`config.mk`:
```
export PLATFORM = sky130hd
export DESIGN_NAME = led_frame_serializer
export DESIGN_NICKNAME = d
export VERILOG_FILES = /design/src/rtl/led_drv_pkg.sv /design/src/rtl/led_phase_timer.sv /design/src/rtl/led_frame_serializer.sv
export SDC_FILE = /design/constraint.sdc
export NUM_CORES = 1
export LEC_CHECK = 0
export CAP_MARGIN = 10
export CORE_UTILIZATION = 59
export CTS_BUF_LIST = sky130_fd_sc_hd__clkbuf_4 sky130_fd_sc_hd__clkbuf_8
export DETAILED_ROUTE_END_ITERATION = 12
export PLACE_DENSITY = 0.88
export SYNTH_ARGS = -nofsm -noshare
export SYNTH_HDL_FRONTEND = slang
export SYNTH_HIERARCHICAL = 1
export SYNTH_SLANG_ARGS = --single-unit
```
`constraint.sdc`:
```
create_clock -name clk -period 5 [get_ports clk]
set_input_delay 1.5 -clock clk [delete_from_list [all_inputs] [get_ports clk]]
set_output_delay 1.5 -clock clk [all_outputs]
set_load 0.01 [all_outputs]
```
`src/rtl/led_drv_pkg.sv`:
```
// led_drv_pkg: types and constants shared by the LED matrix serial link transmitter and driver.
package led_drv_pkg;
  localparam int LED_NLEDS  = 64;
  localparam int DIN_BIT    = 0;
  localparam int DCLK_BIT   = 1;
  localparam int STROBE_BIT = 2;
  typedef enum logic [2:0] {IDLE, SHIFT_LO, SHIFT_HI, SETTLE, STROBE} ser_state_t;
endpackage

```
`src/rtl/led_phase_timer.sv`:
```
// led_phase_timer: loadable 8-bit down-counter; expire marks the last cycle of a loaded phase.
module led_phase_timer (
  input  logic       clk,
  input  logic       reset,
  input  logic       load,
  input  logic [7:0] load_val,
  output logic       expire
);
  logic [7:0] cnt_q;
  always_ff @(posedge clk or posedge reset)
    if (reset) cnt_q <= '0;
    else cnt_q <= load ? load_val : cnt_q - {7'd0, |cnt_q};
  assign expire = cnt_q == 8'd1;
endmodule

```
`src/rtl/led_frame_serializer.sv`:
```
// led_frame_serializer: shifts a frame MSB first over din/dclk, then pulses strobe.
// Define LED_SER_AUTO_REPEAT_EN to retransmit the last accepted frame whenever idle.
module led_frame_serializer
  import led_drv_pkg::*;
#(
  parameter int NLEDS      = LED_NLEDS,
  parameter int DIV        = 4,
  parameter int STB_CYCLES = 2
) (
  input  logic             clk,
  input  logic             reset,
  input  logic [NLEDS-1:0] frame,
  input  logic             frame_valid,
  output logic             frame_ready,
  output logic             din,
  output logic             dclk,
  output logic             strobe,
  output logic             busy,
  output logic             done
);
  localparam int BW = $clog2(NLEDS + 1);
  ser_state_t       state_q;
  logic [NLEDS-1:0] sreg_q, sreg_sh, start_frame;
  logic [BW-1:0]    bits_q;
  logic             din_q, dclk_q, strobe_q, busy_q, done_q, ready_q;
  logic             start, load, expire;
  logic [7:0]       load_val;
`ifdef LED_SER_AUTO_REPEAT_EN
  logic [NLEDS-1:0] held_q;
  logic             held_vld_q;
  assign start       = frame_valid | held_vld_q;
  assign start_frame = frame_valid ? frame : held_q;
  always_ff @(posedge clk or posedge reset)
    if (reset) begin
      held_q     <= '0;
      held_vld_q <= 1'b0;
    end else if (state_q == IDLE && frame_valid) begin
      held_q     <= frame;
      held_vld_q <= 1'b1;
    end
`else
  assign start       = frame_valid;
  assign start_frame = frame;
`endif
  assign sreg_sh  = sreg_q << 1;
  // Leaving STROBE returns to IDLE, so the timer is left to run down instead of reloading.
  assign load     = state_q == IDLE ? start : expire && state_q != STROBE;
  assign load_val = state_q == SETTLE ? 8'(STB_CYCLES) : 8'(DIV);
  led_phase_timer u_timer (
    .clk     (clk),
    .reset   (reset),
    .load    (load),
    .load_val(load_val),
    .expire  (expire)
  );
  always_ff @(posedge clk or posedge reset)
    if (reset) begin
      state_q  <= IDLE;
      sreg_q   <= '0;
      bits_q   <= '0;
      din_q    <= 1'b0;
      dclk_q   <= 1'b0;
      strobe_q <= 1'b0;
      busy_q   <= 1'b0;
      done_q   <= 1'b0;
      ready_q  <= 1'b1;
    end else begin
      done_q <= 1'b0;
      case (state_q)
        IDLE: if (start) begin
          state_q <= SHIFT_LO;
          sreg_q  <= start_frame;
          bits_q  <= BW'(NLEDS);
          din_q   <= start_frame[NLEDS-1];
          busy_q  <= 1'b1;
          ready_q <= 1'b0;
        end
        SHIFT_LO: if (expire) begin
          state_q <= SHIFT_HI;
          dclk_q  <= 1'b1;
        end
        SHIFT_HI: if (expire) begin
          sreg_q  <= sreg_sh;
          bits_q  <= bits_q - BW'(1);
          dclk_q  <= 1'b0;
          state_q <= bits_q == BW'(1) ? SETTLE : SHIFT_LO;
          din_q   <= bits_q == BW'(1) ? 1'b0 : sreg_sh[NLEDS-1];
        end
        SETTLE: if (expire) begin
          state_q  <= STROBE;
          strobe_q <= 1'b1;
        end
        STROBE: if (expire) begin
          state_q  <= IDLE;
          strobe_q <= 1'b0;
          busy_q   <= 1'b0;
          done_q   <= 1'b1;
          ready_q  <= 1'b1;
        end
        default: state_q <= IDLE;
      endcase
    end
  assign frame_ready = ready_q;
  assign din         = din_q;
  assign dclk        = dclk_q;
  assign strobe      = strobe_q;
  assign busy        = busy_q;
  assign done        = done_q;
endmodule

```
==> results of run 1 <==
-- critical path, stage by stage --
cell	delay [ns]
clkdlybuf4s50_1	0.50
or4b_2	0.96
nand2_1	0.43
inv_1	0.19
o211ai_1	0.12
nand3_1	0.09
-- Yosys cell counts (3+ instances only) --
master,n,area share (%)
dfrtp_1,86,50
o21ai_0,68,7.9
nand3_1,66,7.7
mux2i_1,65,15
nand2_1,17,1.5
buf_2,14,1.6
inv_1,13,1.1
clkbuf_1,12,1.0
nor2_1,6,0.52
ha_1,5,1.5
or4_1,5,0.87
o211ai_1,4,0.70
a31oi_1,3,0.44
buf_1,3,0.26
buf_4,3,0.52
buf_6,3,0.79
nor4_1,3,0.44
o21ai_1,3,0.35
-- cell families after synthesis --
group,after synthesis,share of synthesized area (%)
AND/OR/NAND/NOR,114,14.6
XOR/XNOR,2,0.408
other,1,0.0874
flip-flops,87,50.7
multiplexers,65,15.2
adder cells (fa/ha/maj),5,1.46
AO/OA/AOI/OAI,93,12.1
buffers and inverters,48,5.39
-- registers in the layout, indices dropped and copies added (netlist names) --
signal / flops
sreg_q: 63
u_timer/cnt_q: 8
bits_q: 7
state_q: 3
busy: 1
dclk: 1
din: 1
done: 1
frame_ready: 1
strobe: 1
-- routing by layer --
| layer | vias up | wire (µm) | GRT usage (%) | part of all wire [%] |
|---|---|---|---|---|
| met4 | 0 | 178 | 10.7 | 1.9 |
| li1 | 1609 | - | - | - |
| met1 | 1671 | 3960 | 34.9 | 43 |
| met2 | 82 | 4650 | 41.0 | 50 |
| met3 | 17 | 439 | 4.93 | 4.8 |
| met5 | - | 0 | 0 | 0 |
-- layout make-up --
cell class	instances	area share [%]
well taps	96	2.26
repair buffers	78	14.7
clock inverters	6	2.03
multi-input cells	285	36.5
flip-flops and latches	87	41.0
inverters	13	0.943
clock buffers	10	2.59
-- power groups by stage --
| stage | Sequential (mW) | Combinational (mW) | Clock [mW] |
|---|---|---|---|
| after floorplan | 1.17 | 0.451 | 0 |
| after global placement | 1.22 | 0.575 | 0 |
| after detailed placement | 1.24 | 0.613 | 0 |
| after CTS | 1.23 | 0.623 | 0.597 |
| after global routing | 1.27 | 0.702 | 0.633 |
| final | 1.23 | 0.619 | 0.592 |
-- how the worst max path moves through the flow --
stage,endpoint,slack (ns),depth (start not counted)
2_1_floorplan,bits_q[0],1.48,1
3_3_place_gp,u_timer/cnt_q[7],1.17,6
3_5_place_dp,u_timer/cnt_q[7],1.09,6
4_1_cts,u_timer/cnt_q[7],1.46,6
5_1_grt,u_timer/cnt_q[5],1.27,6
6_report,u_timer/cnt_q[7],1.46,6
-- cells in the final DEF, fill, tap and decap left out, drive strengths merged, types with 3 or more instances in the layout --
master / synthesis / final
a211oi: 3 / 3
a31oi: 3 / 3
buf: 23 / 6
bufinv: 0 / 3
clkbuf: 12 / 10
clkdlybuf4s50: 0 / 72
clkinv: 0 / 3
conb: 1 / 6
dfrtp: 86 / 86
ha: 5 / 5
inv: 13 / 12
mux2i: 65 / 65
nand2: 17 / 17
nand3: 66 / 66
nor2: 6 / 6
nor4: 3 / 3
o211ai: 4 / 4
o21ai: 71 / 71
or3b: 3 / 3
or4: 8 / 8
-- stage by stage --
step	cells	hold WS (ns)	power, mW
CTS	574	0.470	2.45
finish	575	0.473	2.44
global placement	558	0.460	1.79
detailed placement	558	0.458	1.85
floorplan	420	0.449	1.62
global route	575	0.501	2.61
==> flow_metrics.py, run 1 <==
metrics = {
    "status": {
        "outcome": "completed",
    },
    "synthesis": {
        "ys.flop_type": "dfrtp_1",
        "synth_area_mm2": 0.00429,
        "yosys_warnings": 6,
        "ys_seq_area_share_pct": 50.7,
        "synth_seq_cells": 87,
        "synth_edf_count": 0,
        "avgSynthCellArea_um2": 10.3,
        "synth_cells": 415,
        "synth.distinct_cells": 45,
        "synthArstFlopShare_pct": 100,
    },
    "setup_path": {
        "critPathArrivalTime_ns": 3.79,
        "worstSetupStartpointType": "input pin",
        "worst-r2r-cell-count": 7,
        "crit_type": "input pin to flop",
        "rrSetupSlack_ns": 1.57,
        "crit_start": "frame_valid",
        "cp-end-kind": "flop",
        "reg2reg_from": "u_timer/cnt_q[4]",
        "worstPathRequired_ns": 5.25,
        "regToRegEndpoint": "bits_q[6]",
        "crit_fanout": 33,
    },
    "clocking": {
        "ctsHoldBuffers": 0,
        "cts_buffers": 9,
        "cts_setup_buffers": 0,
        "cts_max_path_buffers": 2,
        "cts_sinks": 87,
        "cts_tree": "yes",
        "clkLatencyLatePin_ns": 0.36,
        "cts_htree_levels": 3,
        "path_clk_slew_ns": 0.09,
        "clockRootBuffer": "clkbuf_8",
        "cts_resized": 0,
    },
    "timing": {
        "finalSetupTns_ns": 0,
        "clock_skew_ns": 0.0145,
        "hold_viol": 0,
        "max_slew.worst_pin.slew_ns": 1.14,
        "post-route-min-period_ns": 3.54,
        "setup_slack_ns": 1.46,
        "rsz0062_at_grt": "false",
        "setup_viol": 0,
        "period_share_pct": 70.8,
        "maxSlewHeadroom_pct": 23.8,
        "slew_viol_final": 0,
        "max_freq_mhz": 282,
    },
    "power_and_ir_drop": {
        "ir_worst_vdd_uv": 233,
        "p_seq_share_pct": 50.5,
        "power_switching_mw": 0.771,
        "internal-power_mw": 1.67,
        "pwr-share-clk_pct": 24.2,
        "p_per_area_mw_per_mm2": 461,
        "p_leak_nw": 2.42,
        "comb_power_share_pct": 25.3,
        "swShare_pct": 31.5,
    },
    "cells_and_area": {
        "areaGrowthSynthToFinish_pct": 23.6,
        "layout.nets": 546,
        "fin_area_mm2": 0.00531,
        "post-route-util_pct": 76.8,
        "drive_gt1_share_pct": 7.52,
        "fill_cells": 477,
        "multi_input_area_mm2": 0.00194,
        "regArea_mm2": 0.00218,
        "antenna_cells": 0,
    },
    "placement": {
        "dpl.hpwl_um": 5910,
        "preCtsSetupSlack_ns": 1.09,
        "place.gp.congestion": 0.754,
        "io_buffers": 72,
        "dpl_cell_area_mm2": 0.00504,
    },
    "global_route": {
        "grt_first_pass_wirelength_um": 15200,
        "grt_pass1_vias": 3241,
        "antenna_found_initial": 0,
        "grt_max_degree": 67,
        "grt-ovfl-total": 0,
        "grtUsageTotal_pct": 25.8,
    },
    "hold_path": {
        "hold_start": "frame_ready",
        "hold_path_class": "flop to flop",
        "hold_end": "frame_ready",
        "min_delay_path_depth": 2,
    },
    "die": {
        "rows": 30,
        "die_h_um": 87.3,
        "io_pins": 73,
        "die_area_mm2": 0.00762,
        "initial_utilization_pct": 62.2,
        "die_w_um": 87.3,
        "core_mm2": 0.00691,
    },
    "routing": {
        "dr.pass1.iters": 4,
        "detail_route.wl_per_cell_um": 16.1,
        "vias": 3379,
        "finalWirelength_um": 9230,
        "drtIter0Drc": 301,
        "via_per_inst": 5.88,
        "drc": 0,
        "antenna_left": 0,
    },
    "job": {
        "max-cap-violations": 0,
    },
}
Power figures use the tool's default switching activity.
==> inputs of run 2 (changes only) <==
--- a/config.mk
+++ b/config.mk
@@ -6,10 +6,10 @@
 export NUM_CORES = 1
 export LEC_CHECK = 0
 export CAP_MARGIN = 10
-export CORE_UTILIZATION = 59
+export CORE_UTILIZATION = 50
 export CTS_BUF_LIST = sky130_fd_sc_hd__clkbuf_4 sky130_fd_sc_hd__clkbuf_8
 export DETAILED_ROUTE_END_ITERATION = 12
-export PLACE_DENSITY = 0.88
+export PLACE_DENSITY = 0.79
 export SYNTH_ARGS = -nofsm -noshare
 export SYNTH_HDL_FRONTEND = slang
 export SYNTH_HIERARCHICAL = 1
==> constraint.sdc (replaced) <==
create_clock -name clk -period 3.1 [get_ports clk]
set_input_delay 0.93 -clock clk [delete_from_list [all_inputs] [get_ports clk]]
set_output_delay 0.93 -clock clk [all_outputs]
set_load 0.01 [all_outputs]
==> run 2 against run 1 <==
Clock power up 47%. First-iteration DRC count is 30% lower. Global-route usage shrank 3.5 points. Combinational power grew 62%. Largest cell class unchanged.
==> flow_metrics.py, run 2 (synthesis results as in run 1) <==
metrics = {
    "timing": {
        "hold_viol": 0,
        "max_freq_mhz": 384,
        "rsz0062_at_grt": "false",
        "slew_viol_final": 0,
        "clock_skew_ns": 0.0112,
        "post-route-min-period_ns": 2.60,
        "setup_slack_ns": 0.499,
        "max_slew.worst_pin.slew_ns": 1.17,
        "period_share_pct": 83.9,
        "whs_ns": 0.465,
        "finalSetupTns_ns": 0,
        "setup_viol": 0,
        "maxSlewHeadroom_pct": 22.1,
    },
    "cells_and_area": {
        "final_common_cell": "dfrtp_1",
        "drive_gt1_share_pct": 9.03,
        "areaGrowthSynthToFinish_pct": 25.4,
        "layout.nets": 555,
        "top_regs": "sreg_q x63, u_timer/cnt_q x8, bits_q x7",
        "antenna_cells": 0,
        "largest_reg_flops": 63,
        "fill_cells": 656,
        "final_cells": 592,
        "largest-register": "sreg_q",
        "mostFrequentLayoutCells": "86 x dfrtp_1, 72 x clkdlybuf4s50_1, 68 x o21ai_0",
    },
    "status": {
        "outcome": "completed",
    },
    "die": {
        "die_w_um": 94.7,
        "die_area_mm2": 0.00896,
        "core_mm2": 0.00826,
        "initial_utilization_pct": 52.0,
        "io_pins": 73,
        "rows": 33,
        "die_h_um": 94.7,
    },
    "hold_path": {
        "hold_start": "frame_ready",
        "min_delay_path_depth": 2,
        "hold_path_class": "flop to flop",
        "hold_end": "frame_ready",
    },
    "clocking": {
        "path_clk_slew_ns": 0.09,
        "cts_resized": 0,
        "cts_buffers": 9,
        "cts_tree": "yes",
        "clockRootBuffer": "clkbuf_8",
        "cts_sinks": 87,
        "cts_htree_levels": 3,
        "cts_max_path_buffers": 2,
        "cts_setup_buffers": 0,
        "ctsHoldBuffers": 0,
        "clkLatencyLatePin_ns": 0.35,
    },
    "job": {
        "max-cap-violations": 0,
    },
    "global_route": {
        "antenna_found_initial": 0,
        "grt-ovfl-total": 0,
        "grt_pass1_vias": 3334,
        "grt_max_degree": 39,
        "grtUsageTotal_pct": 22.3,
        "grt_first_pass_wirelength_um": 15500,
    },
    "routing": {
        "vias": 3366,
        "drc": 0,
        "antenna_left": 0,
        "detail_route.wl_per_cell_um": 15.6,
        "drtIter0Drc": 210,
        "via_per_inst": 5.69,
        "finalWirelength_um": 9260,
        "dr.pass1.iters": 4,
    },
    "placement": {
        "place.gp.congestion": 0.771,
        "dpl.hpwl_um": 6300,
        "preCtsSetupSlack_ns": 0.273,
        "dp.cells": 577,
        "io_buffers": 72,
    },
    "setup_path": {
        "worstSetupStartpointType": "flop",
        "crit_type": "flop to flop",
        "reg2reg_from": "u_timer/cnt_q[4]",
        "crit_chain": "or4_4 -> nor4_1 -> and2_1 -> nand4bb_4 -> buf_4 -> or4_1 -> nand2_1",
        "critPathArrivalTime_ns": 2.89,
        "regToRegEndpoint": "bits_q[4]",
        "rrSetupSlack_ns": 0.50,
        "max_stage_delay_ns": 0.56,
        "crit_slowest_cell": "or4_4",
        "worst-r2r-cell-count": 7,
        "worstPathRequired_ns": 3.38,
        "cp-end-kind": "flop",
        "crit_fanout": 31,
    },
    "power_and_ir_drop": {
        "power_mw": 3.85,
        "internal-power_mw": 2.64,
        "comb_power_share_pct": 26.0,
        "ir_worst_vdd_uv": 318,
        "p_seq_share_pct": 51.4,
        "pwr-share-clk_pct": 22.6,
        "swShare_pct": 31.5,
        "p_leak_nw": 2.46,
        "power_switching_mw": 1.21,
        "p_per_area_mw_per_mm2": 716,
    },
}
==> run 2: worst max-delay path: cells and delay by family, from the launching register on <==
family | cells | cell delay, ns
simple gates | 6 | 1.84
buf+inv | 1 | 0.27
flops | 1 | 0.43
==> run 2: per-stage QoR <==
step	cell area [µm²]	utilization, %
detailed placement	5170	62.6
finish	5380	65.2
global placement	5170	62.6
CTS	5380	65.2
floorplan	4310	-
global route	5380	65.2
==> run 2: worst max path at each step <==
stage / from / endpoint / slack (ns) / depth (start not counted)
after floorplan: reset / bits_q[0] / 0.15 / 1
after global routing: u_timer/cnt_q[4] / bits_q[3] / 0.37 / 7
after CTS: u_timer/cnt_q[4] / bits_q[4] / 0.51 / 7
after detailed placement: frame_valid / din / 0.27 / 5
final: u_timer/cnt_q[4] / bits_q[4] / 0.50 / 7
after global placement: frame_valid / din / 0.29 / 5
==> run 2: routing by layer <==
| layer | track usage, % | share of wire (%) | wire (µm) |
|---|---|---|---|
| met1 | 30.1 | 46 | 4240 |
| met4 | 6.82 | 0.86 | 80 |
| met5 | 0 | 0 | 0 |
| met3 | 4.67 | 4.5 | 420 |
| met2 | 36.3 | 49 | 4520 |
==> run 2: power by group through the flow <==
stage               Combinational [mW]  Clock, mW  Sequential (mW)
CTS                               1.02      0.882             1.97
global route                      1.15      0.935             2.04
detailed placement                1.01          0             1.99
global placement                 0.952          0             1.96
floorplan                        0.727          0             1.88
finish                            1.00      0.871             1.98
==> run 2: area by class of cell <==
cell class	count	area [µm²]	share of cell area, %
tap	105	131	2.44
sequential	87	2180	40.5
timing repair buffer	87	871	16.2
multi-input combinational	285	1940	36.0
clock buffer	11	145	2.70
clock inverter	4	70.1	1.30
inverter	13	50.0	0.930
==> inputs of run 3 (changes only) <==
==> constraint.sdc (replaced) <==
create_clock -name clk -period 2.1 [get_ports clk]
set_input_delay 0.63 -clock clk [delete_from_list [all_inputs] [get_ports clk]]
set_output_delay 0.63 -clock clk [all_outputs]
set_load 0.01 [all_outputs]
==> run 3 against run 2 <==
The run now ends with negative setup slack left. Setup slack worse by 0.69 ns. Sequential share of layout area shrank 3.6 points. Final cell count up 5.1%. Power rose by 56%. Utilization is 6.4 points higher. Sequential power is 46% higher. Largest cell class unchanged. Largest power group unchanged.
==> flow_metrics.py, run 3 (synthesis results as in run 1) <==
metrics = {
    "cells_and_area": {
        "fin_area_mm2": 0.00591,
        "final_common_cell": "dfrtp_1",
        "areaGrowthSynthToFinish_pct": 37.7,
        "largest_reg_flops": 63,
        "post-route-util_pct": 71.6,
        "layout.nets": 584,
        "antenna_cells": 0,
        "top_regs": "sreg_q x63, u_timer/cnt_q x8, bits_q x7",
        "mostFrequentLayoutCells": "86 x dfrtp_1, 72 x clkdlybuf4s50_1, 65 x mux2i_1",
        "drive_gt1_share_pct": 21.7,
        "largest-register": "sreg_q",
    },
    "timing": {
        "rsz0062_at_grt": "true",
        "setup_viol": 72,
        "finalSetupTns_ns": -5.47,
        "setup_slack_ns": -0.194,
        "max_freq_mhz": 436,
        "clock_skew_ns": 0.00816,
        "post-route-min-period_ns": 2.29,
        "period_share_pct": 109,
        "maxSlewHeadroom_pct": 64.8,
        "max_slew.worst_pin.slew_ns": 0.521,
        "hold_viol": 0,
        "slew_viol_final": 0,
    },
    "power_and_ir_drop": {
        "p_leak_nw": 2.69,
        "swShare_pct": 34.0,
        "internal-power_mw": 3.98,
        "ir_worst_vdd_uv": 598,
        "p_per_area_mw_per_mm2": 1020,
        "p_seq_share_pct": 48.0,
        "pwr-share-clk_pct": 18.5,
        "power_switching_mw": 2.04,
        "comb_power_share_pct": 33.5,
    },
    "placement": {
        "place.gp.congestion": 0.857,
        "dpl_cell_area_mm2": 0.00534,
        "dpl.hpwl_um": 6500,
        "io_buffers": 72,
    },
    "routing": {
        "dr.pass1.iters": 6,
        "drtIter0Drc": 151,
        "antenna_left": 0,
        "drc": 0,
        "via_per_inst": 5.68,
        "detail_route.wl_per_cell_um": 16.3,
        "vias": 3531,
        "finalWirelength_um": 10100,
    },
    "global_route": {
        "grt_pass1_vias": 3386,
        "grt_first_pass_wirelength_um": 15700,
        "grt_max_degree": 80,
        "grtUsageTotal_pct": 22.7,
        "antenna_found_initial": 0,
        "grt-ovfl-total": 0,
    },
    "status": {
        "outcome": "complete, but fails checks",
        "violations": "negative setup slack",
    },
    "setup_path": {
        "crit_slowest_cell": "or4_2",
        "worstPathRequired_ns": 2.39,
        "crit_fanout": 6,
        "crit_chain": "or4_4 -> nor4_4 -> and2_4 -> nand4bb_4 -> or4_2 -> nand2_1",
        "cp-end-kind": "flop",
        "crit_type": "flop to flop",
        "path_buf_inv": 0,
        "worstSetupStartpointType": "flop",
        "critPathArrivalTime_ns": 2.58,
        "crit_family": "simple AND/OR/NAND/NOR gates",
        "max_stage_delay_ns": 0.63,
    },
    "clocking": {
        "cts_sinks": 87,
        "cts_tree": "yes",
        "clockRootBuffer": "clkbuf_8",
        "cts_htree_levels": 3,
        "cts_max_path_buffers": 2,
        "cts_buffers": 9,
        "ctsHoldBuffers": 0,
        "clkLatencyLatePin_ns": 0.35,
        "path_clk_slew_ns": 0.09,
    },
    "die": {
        "rows": 33,
        "die_area_mm2": 0.00896,
        "die_h_um": 94.7,
        "io_pins": 73,
        "core_mm2": 0.00826,
        "die_w_um": 94.7,
        "initial_utilization_pct": 52.0,
    },
    "hold_path": {
        "hold_path_class": "flop to flop",
    },
    "job": {
        "max-cap-violations": 0,
    },
}
## run 3: power by group through the flow
stage	Combinational (mW)	Sequential, mW	Clock [mW]
6_report	2.01	2.89	1.11
2_1_floorplan	1.08	2.79	0
3_5_place_dp	1.67	2.90	0
4_1_cts	1.70	2.88	1.14
3_3_place_gp	1.57	2.85	0
5_1_grt	2.25	2.98	1.20
## run 3: metal layers
layer  GRT usage, %  share of wire, %
met5              0                 0
met2           38.5                51
met1           29.7                43
met4           6.82              0.83
met3           3.78               5.0
## run 3: area by class of cell
type | count | area (µm²)
clock inverters | 4 | 30.0
multi-input cells | 285 | 2150
fillers | 613 | 2350
flip-flops and latches | 87 | 2180
inverters | 13 | 52.6
repair buffers | 116 | 1210
clock buffers | 12 | 159
well taps | 105 | 131
## run 3: per-stage QoR
| step | total power, mW | hold slack [ns] | setup WS (ns) | std cells |
|---|---|---|---|---|
| after floorplan | 3.87 | 0.446 | -0.153 | 420 |
| after global placement | 4.42 | 0.451 | -0.333 | 593 |
| after detailed placement | 4.57 | 0.469 | -0.382 | 593 |
| after CTS | 5.73 | 0.482 | -0.160 | 611 |
| after global routing | 6.43 | 0.491 | -0.275 | 622 |
| final | 6.02 | 0.474 | -0.194 | 622 |
## run 3: tightest hold or removal path, stage by stage (launching register included)
cell and delay (ns):
dfstp_2 0.38, nand2_1 0.05, nand2_1 0.05
## run 3: repair_timing
action,CTS,global route
pin swaps,5,27
setup endpoints to repair,77,80
setup buffers,2,8
gates cloned,0,3
resized for setup,7,71
## run 3: worst paths after layout
check / from / to / slack [ns] / depth (start not counted)
min in group asynchronous: reset / u_timer/cnt_q[2] / 0.61 / 2
worst max register to register: u_timer/cnt_q[4] / bits_q[2] / -0.19 / 6
worst max-delay path: u_timer/cnt_q[4] / bits_q[2] / -0.19 / 6
worst min-delay path: frame_ready / frame_ready / 0.47 / 2
max in group asynchronous: reset / frame_ready / 0.98 / 3
worst min register to register: frame_ready / frame_ready / 0.47 / 2
